[config.mk]
export PLATFORM = sky130hd
export DESIGN_NAME = fp16_divider
export DESIGN_NICKNAME = d
export VERILOG_FILES = /design/src/rtl/fp16_pkg.sv /design/src/rtl/fp16_mant_divider.sv /design/src/rtl/fp16_divider.sv
export SDC_FILE = /design/constraint.sdc
export NUM_CORES = 1
export LEC_CHECK = 0
export BUFFER_PORTS_ARGS = -buffer_cell sky130_fd_sc_hd__buf_2
export CORE_UTILIZATION = 55
export CTS_BUF_LIST = sky130_fd_sc_hd__clkbuf_8
export CTS_CLUSTER_DIAMETER = 50
export DETAILED_ROUTE_END_ITERATION = 12
export MAX_ROUTING_LAYER = met4
export PLACE_DENSITY = 0.85
export SLEW_MARGIN = 10
export SYNTH_ARGS = -nofsm -noshare
export SYNTH_HDL_FRONTEND = slang
export SYNTH_SLANG_ARGS = --single-unit
[constraint.sdc]
create_clock -name clk -period 6.45 [get_ports clk]
set_input_delay 1.29 -clock clk [delete_from_list [all_inputs] [get_ports clk]]
set_output_delay 1.29 -clock clk [all_outputs]
set_load 0.1 [all_outputs]
[src/rtl/fp16_pkg.sv]
// Shared binary16 definitions: special encodings, field widths and the
// divider control state enum.
package fp16_pkg;

    localparam int EXP_W     = 5;
    localparam int FRAC_W    = 10;
    localparam int FP16_BIAS = 15;

    localparam logic [15:0] FP16_QNAN = 16'h7e00;
    localparam logic [14:0] FP16_INF  = 15'h7c00;

    typedef enum logic [1:0] {
        IDLE   = 2'd0,
        DIVIDE = 2'd1,
        ROUND  = 2'd2,
        DONE   = 2'd3
    } div_state_e;

endpackage

[src/rtl/fp16_mant_divider.sv]
// Restoring mantissa divider: one quotient bit per cycle, 12 bits total
// (integer bit, 10 fraction bits, guard). The first step is taken on the
// same edge that loads the operands, so done rises 12 edges after start.
module fp16_mant_divider (
    input  logic        clk,
    input  logic        rst_n,
    input  logic        start,
    input  logic [10:0] ma,
    input  logic [10:0] mb,
    input  logic        preset,
    output logic        done,
    output logic [11:0] q,
    output logic        sticky
);

    localparam logic [3:0] N_STEPS = 4'd12;

    logic [3:0]  count_q, count_d;
    logic [11:0] rem_q, rem_d;
    logic [11:0] q_q, q_d;
    logic [10:0] mb_q, mb_d;

    logic [11:0] rem_in;
    logic [11:0] q_in;
    logic [10:0] divisor;
    logic [11:0] diff;
    logic        ge;
    logic        step;

    // One restoring step, fed either from fresh operands or the held remainder
    always_comb begin
        step    = start | (count_q != N_STEPS);
        rem_in  = start ? (preset ? {ma, 1'b0} : {1'b0, ma}) : rem_q;
        divisor = start ? mb : mb_q;
        q_in    = start ? 12'd0 : q_q;
        ge      = rem_in >= {1'b0, divisor};
        diff    = ge ? (rem_in - {1'b0, divisor}) : rem_in;
        rem_d   = step ? {diff[10:0], 1'b0} : rem_q;
        q_d     = step ? {q_in[10:0], ge} : q_q;
        mb_d    = divisor;
        if (start) begin
            count_d = 4'd1;
        end else if (step) begin
            count_d = count_q + 4'd1;
        end else begin
            count_d = count_q;
        end
    end

    // Step counter; parks at 12 when idle so done stays high
    always_ff @(posedge clk or negedge rst_n) begin
        if (!rst_n) begin
            count_q <= N_STEPS;
        end else begin
            count_q <= count_d;
        end
    end

    // Datapath registers carry no reset
    always_ff @(posedge clk) begin
        rem_q <= rem_d;
        q_q   <= q_d;
        mb_q  <= mb_d;
    end

    assign done   = (count_q == N_STEPS);
    assign q      = q_q;
    assign sticky = |rem_q;

endmodule

[src/rtl/fp16_divider.sv]
// Iterative binary16 divider a / b with valid/ready on both sides.
// Special operands finish the cycle after acceptance; normal operands run
// the 12-step mantissa core, one rounding cycle, then present the result.
// Optional macro FP16_DIV_SUBNORMAL_EN: produce subnormal results instead of
// flushing underflow to zero.
module fp16_divider
    import fp16_pkg::*;
(
    input  logic        clk,
    input  logic        rst_n,
    input  logic        in_valid,
    output logic        in_ready,
    input  logic [15:0] a,
    input  logic [15:0] b,
    output logic        out_valid,
    input  logic        out_ready,
    output logic [15:0] out,
    output logic        out_dbz
);

    div_state_e        state_q, state_d;
    logic [15:0]       out_q, out_d;
    logic              dbz_q, dbz_d;
    logic              vld_q, vld_d;
    logic              sign_q, sign_d;
    logic signed [6:0] exp_q, exp_d;

    logic              core_start, core_done, core_sticky, ma_lt_mb;
    logic [11:0]       core_q;
    logic [EXP_W-1:0]  exp_a, exp_b;
    logic [10:0]       ma, mb;
    logic              s, zero_a, zero_b, inf_a, inf_b, nan_a, nan_b;
    logic              special, spec_dbz;
    logic [15:0]       spec_out;
    logic signed [6:0] exp_new;

    // Round the quotient to binary16 (RNE), handling overflow and underflow
    function automatic logic [15:0] round_result(input logic sgn, input logic signed [6:0] e,
                                                 input logic [11:0] qv, input logic stk);
        logic [11:0]       sum;
        logic signed [6:0] e_n;
        logic [15:0]       res;
`ifdef FP16_DIV_SUBNORMAL_EN
        logic [6:0]  sh7;
        logic [3:0]  shamt;
        logic [23:0] ext;
        logic [10:0] mant_s;
        logic [10:0] frac_s;
        logic        st_s;
`endif
        sum = {1'b0, qv[11:1]} + {11'd0, qv[0] & (stk | qv[1])};
        e_n = sum[11] ? (e + 7'sd1) : e;
        if (e <= 7'sd0) begin
`ifdef FP16_DIV_SUBNORMAL_EN
            sh7    = 7'd1 - e;
            shamt  = (sh7 > 7'd12) ? 4'd12 : sh7[3:0];
            ext    = {qv, 12'd0} >> shamt;
            mant_s = ext[23:13];
            st_s   = stk | (|ext[11:0]);
            frac_s = mant_s + {10'd0, ext[12] & (st_s | mant_s[0])};
            res    = {sgn, 4'd0, frac_s};
`else
            res = {sgn, 15'h0000};
`endif
        end else if (e_n >= 7'sd31) begin
            res = {sgn, FP16_INF};
        end else begin
            res = {sgn, e_n[4:0], sum[11] ? 10'd0 : sum[9:0]};
        end
        return res;
    endfunction

    fp16_mant_divider u_core (
        .clk    (clk),
        .rst_n  (rst_n),
        .start  (core_start),
        .ma     (ma),
        .mb     (mb),
        .preset (ma_lt_mb),
        .done   (core_done),
        .q      (core_q),
        .sticky (core_sticky)
    );

    // Operand decode and special-case resolution (exp == 0 treated as zero)
    always_comb begin
        exp_a    = a[14:10];
        exp_b    = b[14:10];
        ma       = {1'b1, a[FRAC_W-1:0]};
        mb       = {1'b1, b[FRAC_W-1:0]};
        s        = a[15] ^ b[15];
        zero_a   = (exp_a == 5'd0);
        zero_b   = (exp_b == 5'd0);
        inf_a    = (exp_a == 5'h1f) && (a[9:0] == 10'd0);
        inf_b    = (exp_b == 5'h1f) && (b[9:0] == 10'd0);
        nan_a    = (exp_a == 5'h1f) && (a[9:0] != 10'd0);
        nan_b    = (exp_b == 5'h1f) && (b[9:0] != 10'd0);
        ma_lt_mb = ma < mb;
        exp_new  = $signed({2'b00, exp_a}) - $signed({2'b00, exp_b}) + 7'(FP16_BIAS)
                   - (ma_lt_mb ? 7'sd1 : 7'sd0);
        special  = 1'b1;
        spec_dbz = 1'b0;
        if (nan_a || nan_b || (zero_a && zero_b) || (inf_a && inf_b)) begin
            spec_out = FP16_QNAN;
        end else if (inf_a || zero_b) begin
            spec_out = {s, FP16_INF};
            spec_dbz = zero_b && !inf_a;
        end else if (zero_a || inf_b) begin
            spec_out = {s, 15'h0000};
        end else begin
            spec_out = 16'h0000;
            special  = 1'b0;
        end
    end

    // Control FSM next-state and result registers
    always_comb begin
        state_d    = state_q;
        out_d      = out_q;
        dbz_d      = dbz_q;
        vld_d      = vld_q;
        sign_d     = sign_q;
        exp_d      = exp_q;
        core_start = 1'b0;
        case (state_q)
            IDLE: begin
                if (in_valid) begin
                    if (special) begin
                        out_d   = spec_out;
                        dbz_d   = spec_dbz;
                        vld_d   = 1'b1;
                        state_d = DONE;
                    end else begin
                        core_start = 1'b1;
                        sign_d     = s;
                        exp_d      = exp_new;
                        state_d    = DIVIDE;
                    end
                end
            end
            DIVIDE: begin
                if (core_done) begin
                    state_d = ROUND;
                end
            end
            ROUND: begin
                out_d   = round_result(sign_q, exp_q, core_q, core_sticky);
                dbz_d   = 1'b0;
                vld_d   = 1'b1;
                state_d = DONE;
            end
            DONE: begin
                if (out_ready) begin
                    vld_d   = 1'b0;
                    state_d = IDLE;
                end
            end
            default: state_d = IDLE;
        endcase
    end

    // Control state and registered outputs
    always_ff @(posedge clk or negedge rst_n) begin
        if (!rst_n) begin
            state_q <= IDLE;
            vld_q   <= 1'b0;
            out_q   <= 16'h0000;
            dbz_q   <= 1'b0;
        end else begin
            state_q <= state_d;
            vld_q   <= vld_d;
            out_q   <= out_d;
            dbz_q   <= dbz_d;
        end
    end

    // Captured sign and exponent for the normal path
    always_ff @(posedge clk) begin
        sign_q <= sign_d;
        exp_q  <= exp_d;
    end

    assign in_ready  = (state_q == IDLE);
    assign out_valid = vld_q;
    assign out       = out_q;
    assign out_dbz   = dbz_q;

endmodule
==> impl_results.md, run 1 <==
* Yosys reg bits at 66
* Clock tree sinks at 66
* CTS tree: built
* Worst Hold Depth at 2
* DIE AREA at 8577 µm²
* Register area at 1754 µm²
* Starting DRT DRC Count at 183
* Final weighted congestion in routability-driven placement at 0.9315
* Pwr dens at 577.9 nW/µm²
* Library cells used by synthesis at 60
* Pleak at 0.002386 µW
* Multi-input logic area at 2525 µm²
* Top cells by area, synth: edfxtp_1 (21%), dfrtp_1 (12%), ha_1 (11%)
* Worst setup EP type: flip-flop
* Crit path launch type: input port
* Gr usage total at 25.57%
* Vias in the first global route at 3,545
* Post-route antenna net violation count at 0
* Post-CTS resize count at 0
* Worst slew pin tran at 1.014 ns
* Fin. max-slew vios at 0
* CP Class: input port to flip-flop
* Slew headroom at 32.39%
* Worst min path class: flip-flop to flip-flop
* Inserted Diodes at 0
* Comb power frac at 61.5%
* MaxCap Viol Count at 0
* Sequential fraction of the synthesis area at 38.85%
* CP arrival at 5.52 ns
* Mapped cell area at 4516 µm²
* Final min period at 5.303 ns
* Sw frac at 47.69%
* Max Freq at 188.6 MHz
* Worst-case reg-to-reg path depth at 17
* Commonest cells post-synth: inv_1 (48), nor2_1 (41), ha_1 (40), a21oi_1 (37)
* Unrepaired setup endpoints after global routing: no
* GRT overflow at 0
* CTS Buf Count at 9
* Ys flop type: edfxtp_1
* Detailed Route WL at 9975 µm
* VDD IR max at 0.4998 mV
* DIE WIDTH at 92.61 µm
* Final Cycle Share at 82.22%
* Sw Pwr at 1393 µW
* Vias at 3,710
* Avg Inst Size Synth at 9.427 µm²
* Area leader, netlist: edfxtp_1
* Starting Density at 57.54%
* I/O pin total at 55
* Core area at 7848 µm²
* Clock power share at 10.1%
* Fin util at 64.41%
* Vias/cell at 5.761
* Share of cells above drive strength 1 at 16.79%
* Die H at 92.61 µm
* Final clock skew at 0.01127 ns
* Dpl hpwl at 7926 µm
* Post-synth ARST share at 36.36%
* Hold WS at 0.4513 ns
* Reg clk slew, reported paths at 0.06 ns
* Status: finished clean
* Clk Latency, worst-skew pair at 0.34 ns
* # fillers at 681
* Post-Syn Nets at 558
* Hold Vio Cnt, Final at 0
* Met1 Resource Use GR at 31.02%
* Buffers inserted by post-CTS timing repair at 0
* Syn Inst Count at 479
* Synth top area share at 20.62%
* GR Layer Usage met2 at 41.79%
* Crit path required time at 6.67 ns
* Wire length per cell at 15.49 µm
* Post-route DRC at 0
* CTS root buf: clkbuf_8
* Clk buf depth at 2
* EDFF count, synth at 31
* Final setup viols at 0
* Crit-path max FO at 35
* IO Port Bufs at 54
* Rows at 32
* Seq pwr share at 28.4%
* Global-route wire length before repair at 16,680 µm
* Nets at 616
* Initial antenna violation count at 0
* Largest net degree at the start of global routing at 36
* Internal Power at 1528 µW
* Placed Area at 4891 µm²
* Drt first pass iters at 5
* Synth warn at 0
* Syn-to-layout area delta at 11.94%
* Global routing usage on met3 at 3.284%
* Most used routing layer: met2
* Count leader, synth: inv_1
* # H-tree levels at 3
* # hold bufs at CTS at 0
* Finished Cell Area at 5055 µm²
* Setup TNS at 0 ns
==> power groups by stage <==
stage / clock, µW / combinational (µW) / sequential, µW
after floorplan: 0 / 1160 / 1130
after global placement: 0 / 1730 / 828
after detailed placement: 0 / 1780 / 838
after CTS: 300 / 1790 / 830
after global routing: 320 / 1950 / 852
final: 295 / 1800 / 830
==> per-layer routing <==
metal	wire length (µm)	part of all wire (%)
met2	4887	49
met3	481	4.8
met4	299	3.0
met5	0	0
met1	4307	43
==> placed cells by master, fill, tap and decap left out, types with 12 or more instances in the layout <==
master	synthesis	final
buf_2	2	54
inv_1	48	50
nor2_1	41	41
ha_1	40	40
a21oi_1	37	37
nand2_1	31	31
edfxtp_1	31	31
o21ai_0	22	22
dfrtp_1	22	22
xor2_1	20	20
and2_1	13	13
nand3_1	12	12
==> stage by stage <==
step	instances	total power (µW)	worst slack (ns)
after CTS	644	2922	1.199
final	644	2921	1.147
after global placement	628	2555	0.9625
after global routing	644	3125	0.8010
after detailed placement	628	2623	0.8516
after floorplan	479	2282	1.350
==> worst max-delay path: stages <==
cell      delay, ns
buf_2          0.13
or4_1          0.51
nor2_1         0.22
or4_4          0.41
clkinv_1       0.35
buf_4          0.32
a21oi_1        0.33
ha_1           0.32
nor2b_1        0.13
o21ai_0        0.21
a21oi_1        0.16
o21a_1         0.25
or4b_2         0.62
nand3_1        0.11
mux2_4         0.14
==> state kept, by name (all words and copies together), names as in the netlist <==
register and cells:
out_dbz 1, exp_q 7, out 16, out_valid 1, u_core.count_q 4, u_core.mb_q 11, state_q 2, sign_q 1
u_core.q 12, u_core.rem_q 11
==> area by class of cell <==
cell class                      count  area share, %
Inverter                           49          3.639
Clock inverter                      6         0.5198
Clock buffer                       10          2.723
Multi-Input combinational cell    353          49.95
Tap cell                          102          2.525
Sequential cell                    66          34.70
Timing Repair Buffer               58          5.941
==> logic make-up after synthesis <==
| kind of cell | after synthesis | share of synthesized area, % |
|---|---|---|
| XOR/XNOR | 29 | 5.625 |
| multiplexers | 20 | 5.348 |
| AO/OA/AOI/OAI | 106 | 14.94 |
| adder cells (fa/ha/maj) | 43 | 12.41 |
| buffers and inverters | 60 | 5.375 |
| AND/OR/NAND/NOR | 155 | 17.46 |
| flip-flops | 66 | 38.85 |
==> final timing paths <==
kind	slack (ns)	start	end
worst max-delay path	1.15	a[11]	u_core.rem_q[10]$_DFFE_PP_
worst min-delay path	0.45	u_core.mb_q[10]$_DFF_P_	u_core.mb_q[10]$_DFF_P_
worst max register to register	1.57	state_q[0]$_DFFE_PN0P_	u_core.rem_q[10]$_DFFE_PP_
worst min register to register	0.45	u_core.mb_q[10]$_DFF_P_	u_core.mb_q[10]$_DFF_P_
max in group asynchronous	5.16	rst_n	out[12]$_DFFE_PN0P_
min in group asynchronous	0.92	rst_n	u_core.count_q[1]$_DFFE_PN0P_
No activity file was read; power rests on OpenSTA's default activity.
==> run 2, diff against run 1 <==
- ABC_AREA: not set -> 1
- PLACE_DENSITY: 0.85 -> 0.88
- clock period: 6.45 -> 4.6 ns (I/O delays scaled with it)
==> run 2 against run 1 <==
Total power is 33% higher. Clock skew increased by 0.0017 ns. Core utilization shrank 0.13 points. Sequential share of layout area fell by 2.1 points. Worst setup slack got worse by 0.62 ns. Largest cell class unchanged. Largest power group unchanged.
==> impl_results.md, run 2 <==
* Status: finished clean
* Dpl hpwl at 8567 µm
* Yosys reg bits at 66
* Worst min path class: flip-flop to flip-flop
* Commonest cells post-synth: nand2_1 (173), inv_1 (89), nor2_1 (46), ha_1 (40), o21ai_1 (32)
* Top cells by area, synth: edfxtp_1 (19%), nand2_1 (13%), dfrtp_1 (11%)
* Core area at 8382 µm²
* GRT overflow at 0
* Hold Vio Cnt, Final at 0
* CP Class: input port to flip-flop
* Sequential fraction of the synthesis area at 36.27%
* MaxCap Viol Count at 0
* Final Cycle Share at 88.44%
* Global-route wire length before repair at 19,090 µm
* Clk Latency, worst-skew pair at 0.35 ns
* Crit-path max FO at 21
* DIE WIDTH at 95.77 µm
* EDFF count, synth at 31
* Synth top area share at 19.25%
* Syn Inst Count at 633
* Ys flop type: edfxtp_1
* Clk buf depth at 2
* CTS tree: built
* Largest net degree at the start of global routing at 27
* Nets at 769
* Post-synth ARST share at 36.36%
* Share of cells above drive strength 1 at 16.69%
* CTS root buf: clkbuf_8
* Post-route antenna net violation count at 0
* Slew headroom at 32.20%
* Detailed Route WL at 11,100 µm
* Post-route DRC at 0
* Drt first pass iters at 5
* Vias/cell at 5.319
* Commonest non-fill, non-tap cells in the layout: nand2_1 (173), inv_1 (89), buf_2 (54)
* Final setup viols at 0
* Pleak at 0.002846 µW
* Initial antenna violation count at 0
* Reg clk slew, reported paths at 0.07 ns
* Max Freq at 245.8 MHz
* Finished Cell Area at 5388 µm²
* Worst setup EP type: flip-flop
* Commonest non-fill, non-tap cell in the layout: nand2_1
* Final min period at 4.068 ns
* IO Port Bufs at 54
* Final weighted congestion in routability-driven placement at 0.9388
* Mapped cell area at 4836 µm²
* Avg Inst Size Synth at 7.640 µm²
* Worst slew pin tran at 1.015 ns
* Inserted Diodes at 0
* CTS Buf Count at 9
* Library cells used by synthesis at 45
* Setup TNS at 0 ns
* Clock tree sinks at 66
* Vias in the first global route at 4,274
* Die H at 95.77 µm
* Buffers inserted by post-CTS timing repair at 0
* Placed Area at 5185 µm²
* # H-tree levels at 3
* Wire length per cell at 13.88 µm
* Synth warn at 0
* Syn-to-layout area delta at 11.41%
* Fin. max-slew vios at 0
* CP arrival at 4.15 ns
* I/O pin total at 55
* Pwr dens at 723.6 nW/µm²
* Vias at 4,255
* VDD IR max at 0.4256 mV
* Number of flip-flops in the largest register at 16
* # fillers at 744
* Gr usage total at 27.94%
* Starting DRT DRC Count at 204
* Unrepaired setup endpoints after global routing: no
* Crit path required time at 4.69 ns
* Count leader, synth: nand2_1
* Multi-input logic area at 2616 µm²
* Post-Syn Nets at 712
* Register area at 1754 µm²
* Post-CTS resize count at 0
* Rows at 33
* Starting Density at 57.70%
* # hold bufs at CTS at 0
* Area leader, netlist: edfxtp_1
* Final clock skew at 0.01300 ns
* DIE AREA at 9172 µm²
* Crit path launch type: input port
run 2: cell count changes after synthesis, sizes merged, moves of 9 or more:
cell | previous run | this run
nand2 | 32 | 180
mux2 | 9 | 0
mux2i | 11 | 0
inv | 48 | 102
nor4 | 11 | 2
and2 | 13 | 2
nor2 | 41 | 54
nand3 | 12 | 27
a21oi | 37 | 27
o21ai | 22 | 57
run 2: metrics by stage:
step                std cells  hold slack, ns  utilization, %  setup WS [ns]  power (µW)
finish                    800          0.4359           64.28         0.5319        3898
global route              800          0.4725           64.28        0.07864        4227
CTS                       800          0.4403           64.28         0.5404        3890
detailed placement        784          0.4216           61.86         0.1928        3358
global placement          784          0.4213           61.86         0.3262        3274
floorplan                 633          0.4060               -         0.3601        2910
run 2: routing by layer:
metal  track usage [%]  wire [µm]  vias up
met3             6.161        528       31
met5                 -          0        -
met4             9.826        299        0
met2             50.77       5808      132
li1                  -          -     2150
met1             29.84       4467     1942
run 2: worst paths after layout:
path	start	to	slack, ns	cells after the start
max in group asynchronous	rst_n	u_core.count_q[2]$_DFFE_PN1P_	3.69	1
worst max register to register	state_q[1]$_DFFE_PN0P_	u_core.q[0]$_DFFE_PP_	0.79	19
worst min register to register	u_core.mb_q[10]$_DFF_P_	u_core.mb_q[10]$_DFF_P_	0.44	2
worst min-delay path	u_core.mb_q[10]$_DFF_P_	u_core.mb_q[10]$_DFF_P_	0.44	2
worst max-delay path	b[0]	u_core.q[0]$_DFFE_PP_	0.53	23
min in group asynchronous	rst_n	out[8]$_DFFE_PN0P_	0.53	1
run 2: cell type report:
type                    instances  area share [%]
inverters                     102           7.106
flip-flops and latches         66           32.56
well taps                     105           2.438
repair buffers                 58           5.574
multi-input cells             453           48.56
clock buffers                  10           2.555
clock inverters                 6           1.208
run 2: critical path, stage by stage:
cell	delay (ns)
buf_2	0.12
nor2_1	0.12
nand2_1	0.09
nor2_2	0.11
nand2_1	0.06
nand2_1	0.07
nand3_2	0.08
nor2_4	0.19
nand3_4	0.20
inv_2	0.17
buf_4	0.29
nand2_1	0.09
o21ai_1	0.13
ha_1	0.32
a21oi_1	0.18
o21a_1	0.13
o21ai_1	0.09
nand2_1	0.07
nand2_1	0.07
o21ai_1	0.11
nand2_1	0.10
nor2_2	0.37
inv_1	0.09
run 2: cell families (layout without fill, tap and decap cells):
group	Yosys count	count (layout)	synth area share [%]
simple gates	285	285	26.29
xor+xnor	27	27	4.890
flops	66	66	36.27
compound gates	98	98	11.33
fa+ha+maj	43	43	11.59
buf+inv	114	176	9.625
run 2: report_power, final:
part	switching (µW)	internal (µW)	total, µW
combinational	1600	694	2290
clock	234	265	499
sequential	155	953	1110
==> run 3, diff against run 2 <==
--- a/config.mk
+++ b/config.mk
@@ -7,11 +7,11 @@
 export LEC_CHECK = 0
 export ABC_AREA = 1
-export BUFFER_PORTS_ARGS = -buffer_cell sky130_fd_sc_hd__buf_2
-export CORE_UTILIZATION = 55
+export BUFFER_PORTS_ARGS = -buffer_cell sky130_fd_sc_hd__buf_4
+export CORE_UTILIZATION = 40
 export CTS_BUF_LIST = sky130_fd_sc_hd__clkbuf_8
 export CTS_CLUSTER_DIAMETER = 50
 export DETAILED_ROUTE_END_ITERATION = 12
 export MAX_ROUTING_LAYER = met4
-export PLACE_DENSITY = 0.88
+export PLACE_DENSITY = 0.69
 export SLEW_MARGIN = 10
 export SYNTH_ARGS = -nofsm -noshare
==> constraint.sdc (replaced) <==
create_clock -name clk -period 4.6 [get_ports clk]
set_input_delay 1.15 -clock clk [delete_from_list [all_inputs] [get_ports clk]]
set_output_delay 1.15 -clock clk [all_outputs]
set_load 0.1 [all_outputs]
==> run 3 against run 2 <==
The flow now finishes with violations (design-rule violations). Final area rose by 3.8%. Via count fell by 3.0%. Maximum frequency fell by 5.2%. Clock power fell by 2%. Largest cell class unchanged. Total power rose by 0.93%. Sequential power barely moved.
==> impl_results.md, run 3 (synthesized netlist as in run 2, its figures left out) <==
* Clock tree sinks at 66
* Final setup viols at 0
* GRT overflow at 0
* CTS Buf Count at 9
* Gr usage total at 19.19%
* Core area at 11,610 µm²
* IO Port Bufs at 54
* Register area at 1754 µm²
* Tot Pwr at 3935 µW
* Initial antenna violation count at 0
* Vias at 4,126
* VDD IR max at 0.4528 mV
* Final weighted congestion in routability-driven placement at 0.8756
* Post-CTS resize count at 0
* Dpl hpwl at 8634 µm
* Commonest non-fill, non-tap cell in the layout: nand2_1
* CP max-delay cell: fa_1
* Clk buf depth at 2
* Starting Density at 41.64%
* CP Class: input port to flip-flop
* DIE WIDTH at 112.0 µm
* # H-tree levels at 3
* Syn-to-layout area delta at 15.68%
* Buffers inserted by post-CTS timing repair at 0
* Largest net degree at the start of global routing at 25
* Wire length per cell at 12.77 µm
* Setup TNS at 0 ns
* Worst min path class: flip-flop to flip-flop
* Vias in the first global route at 4,142
* MaxCap Viol Count at 0
* Vias/cell at 4.906
* Global-route wire length before repair at 18,890 µm
* Share of cells above drive strength 1 at 16.91%
* Worst setup EP type: flip-flop
* Die H at 112.0 µm
* DIE AREA at 12,530 µm²
* Crit-path max FO at 13
* Crit path top cell by count: nand2_1
* Clk Latency, worst-skew pair at 0.34 ns
* Unrepaired setup endpoints after global routing: no
* Crit path required time at 4.70 ns
* Fin util at 48.17%
* Slew headroom at 31.66%
* Pleak at 0.002894 µW
* Multi-input logic area at 2616 µm²
* Failing checks: design-rule violations
* Post-route antenna net violation count at 0
* # fillers at 1,149
* Inserted Diodes at 0
* Worst slew pin tran at 1.023 ns
* Number of flip-flops in the largest register at 16
* Commonest non-fill, non-tap cells in the layout: nand2_1 (173), inv_1 (89), buf_4 (61)
* Starting DRT DRC Count at 181
* Fin. max-slew vios at 0
* Pwr dens at 703.3 nW/µm²
* Rows at 39
* # hold bufs at CTS at 0
* Worst-path cell chain: buf_4 -> nor2_1 -> nand3_1 -> o21ai_2 -> nand3_2 -> nor2_4 -> nand3_4 -> inv_2 -> nand2_1 -> nand2_1 -> ha_1 -> inv_1 -> fa_1 -> a31oi_2 -> o21ai_1 -> nand2_1 -> nand2_1 -> o21ai_1 -> nand2_1 -> buf_4 -> o21ai_1 -> nand2_1
* Nets at 772
* Reg clk slew, reported paths at 0.07 ns
* Post-route DRC at 5
* Hold Vio Cnt, Final at 0
* Max Freq at 233.1 MHz
* CP arrival at 4.39 ns
* Drt first pass iters at 9
* Final min period at 4.290 ns
* Max incr delay on CP at 0.44 ns
* Final clock skew at 0.006873 ns
* I/O pin total at 55
* Worst path bufs/invs at 4
* Status: finished, violations left
* CTS root buf: clkbuf_8
* Detailed Route WL at 10,740 µm
* CTS tree: built
* Final Cycle Share at 93.26%
* Crit-path leading delay family: simple AND/OR/NAND/NOR gates
* Crit path launch type: input port
run 3: final timing paths:
path | startpoint | endpoint | slack, ns | depth (start not counted)
worst max-delay path | a[2] | u_core.rem_q[10]$_DFFE_PP_ | 0.31 | 22
worst min-delay path | u_core.mb_q[10]$_DFF_P_ | u_core.mb_q[10]$_DFF_P_ | 0.44 | 2
worst max register to register | state_q[1]$_DFFE_PN0P_ | u_core.rem_q[10]$_DFFE_PP_ | 0.86 | 20
worst min register to register | u_core.mb_q[10]$_DFF_P_ | u_core.mb_q[10]$_DFF_P_ | 0.44 | 2
max in group asynchronous | rst_n | u_core.count_q[2]$_DFFE_PN1P_ | 3.62 | 1
min in group asynchronous | rst_n | out[12]$_DFFE_PN0P_ | 0.69 | 1
run 3: metrics by stage:
step,worst slack (ns),hold WS (ns),area [µm²],instances
6_report,0.3101,0.4432,5594,841
2_1_floorplan,0.3601,0.4060,4836,633
4_1_cts,0.3832,0.4484,5594,841
3_3_place_gp,0.1757,0.4179,5390,825
3_5_place_dp,0.04363,0.4298,5390,825
5_1_grt,0.001307,0.4887,5594,841
run 3: final cells by class:
class                      count  area share, %
inverter                     102          6.844
clock inverter                 6          1.185
sequential                    66          31.36
multi-input combinational    453          46.77
tap                          143          3.198
timing repair buffer          61          8.186
clock buffer                  10          2.460
run 3: power by group:
part	switching, µW	internal (µW)	leakage [µW]
logic	1580	752	0.00207
clock network	227	265	0.0000961
registers	153	953	0.000726
run 3: worst min-delay path, stage by stage, from the launching register on:
cell	delay [ns]
dfxtp_1	0.31
inv_1	0.03
nand2_1	0.07
run 3: layer usage:
metal | vias to the layer above | part of all wire [%] | track usage (%)
met5 | - | 0 | -
met4 | 0 | 1.1 | 4.711
met3 | 10 | 3.2 | 3.375
met2 | 67 | 50 | 33.91
met1 | 1901 | 45 | 22.56
li1 | 2148 | - | -
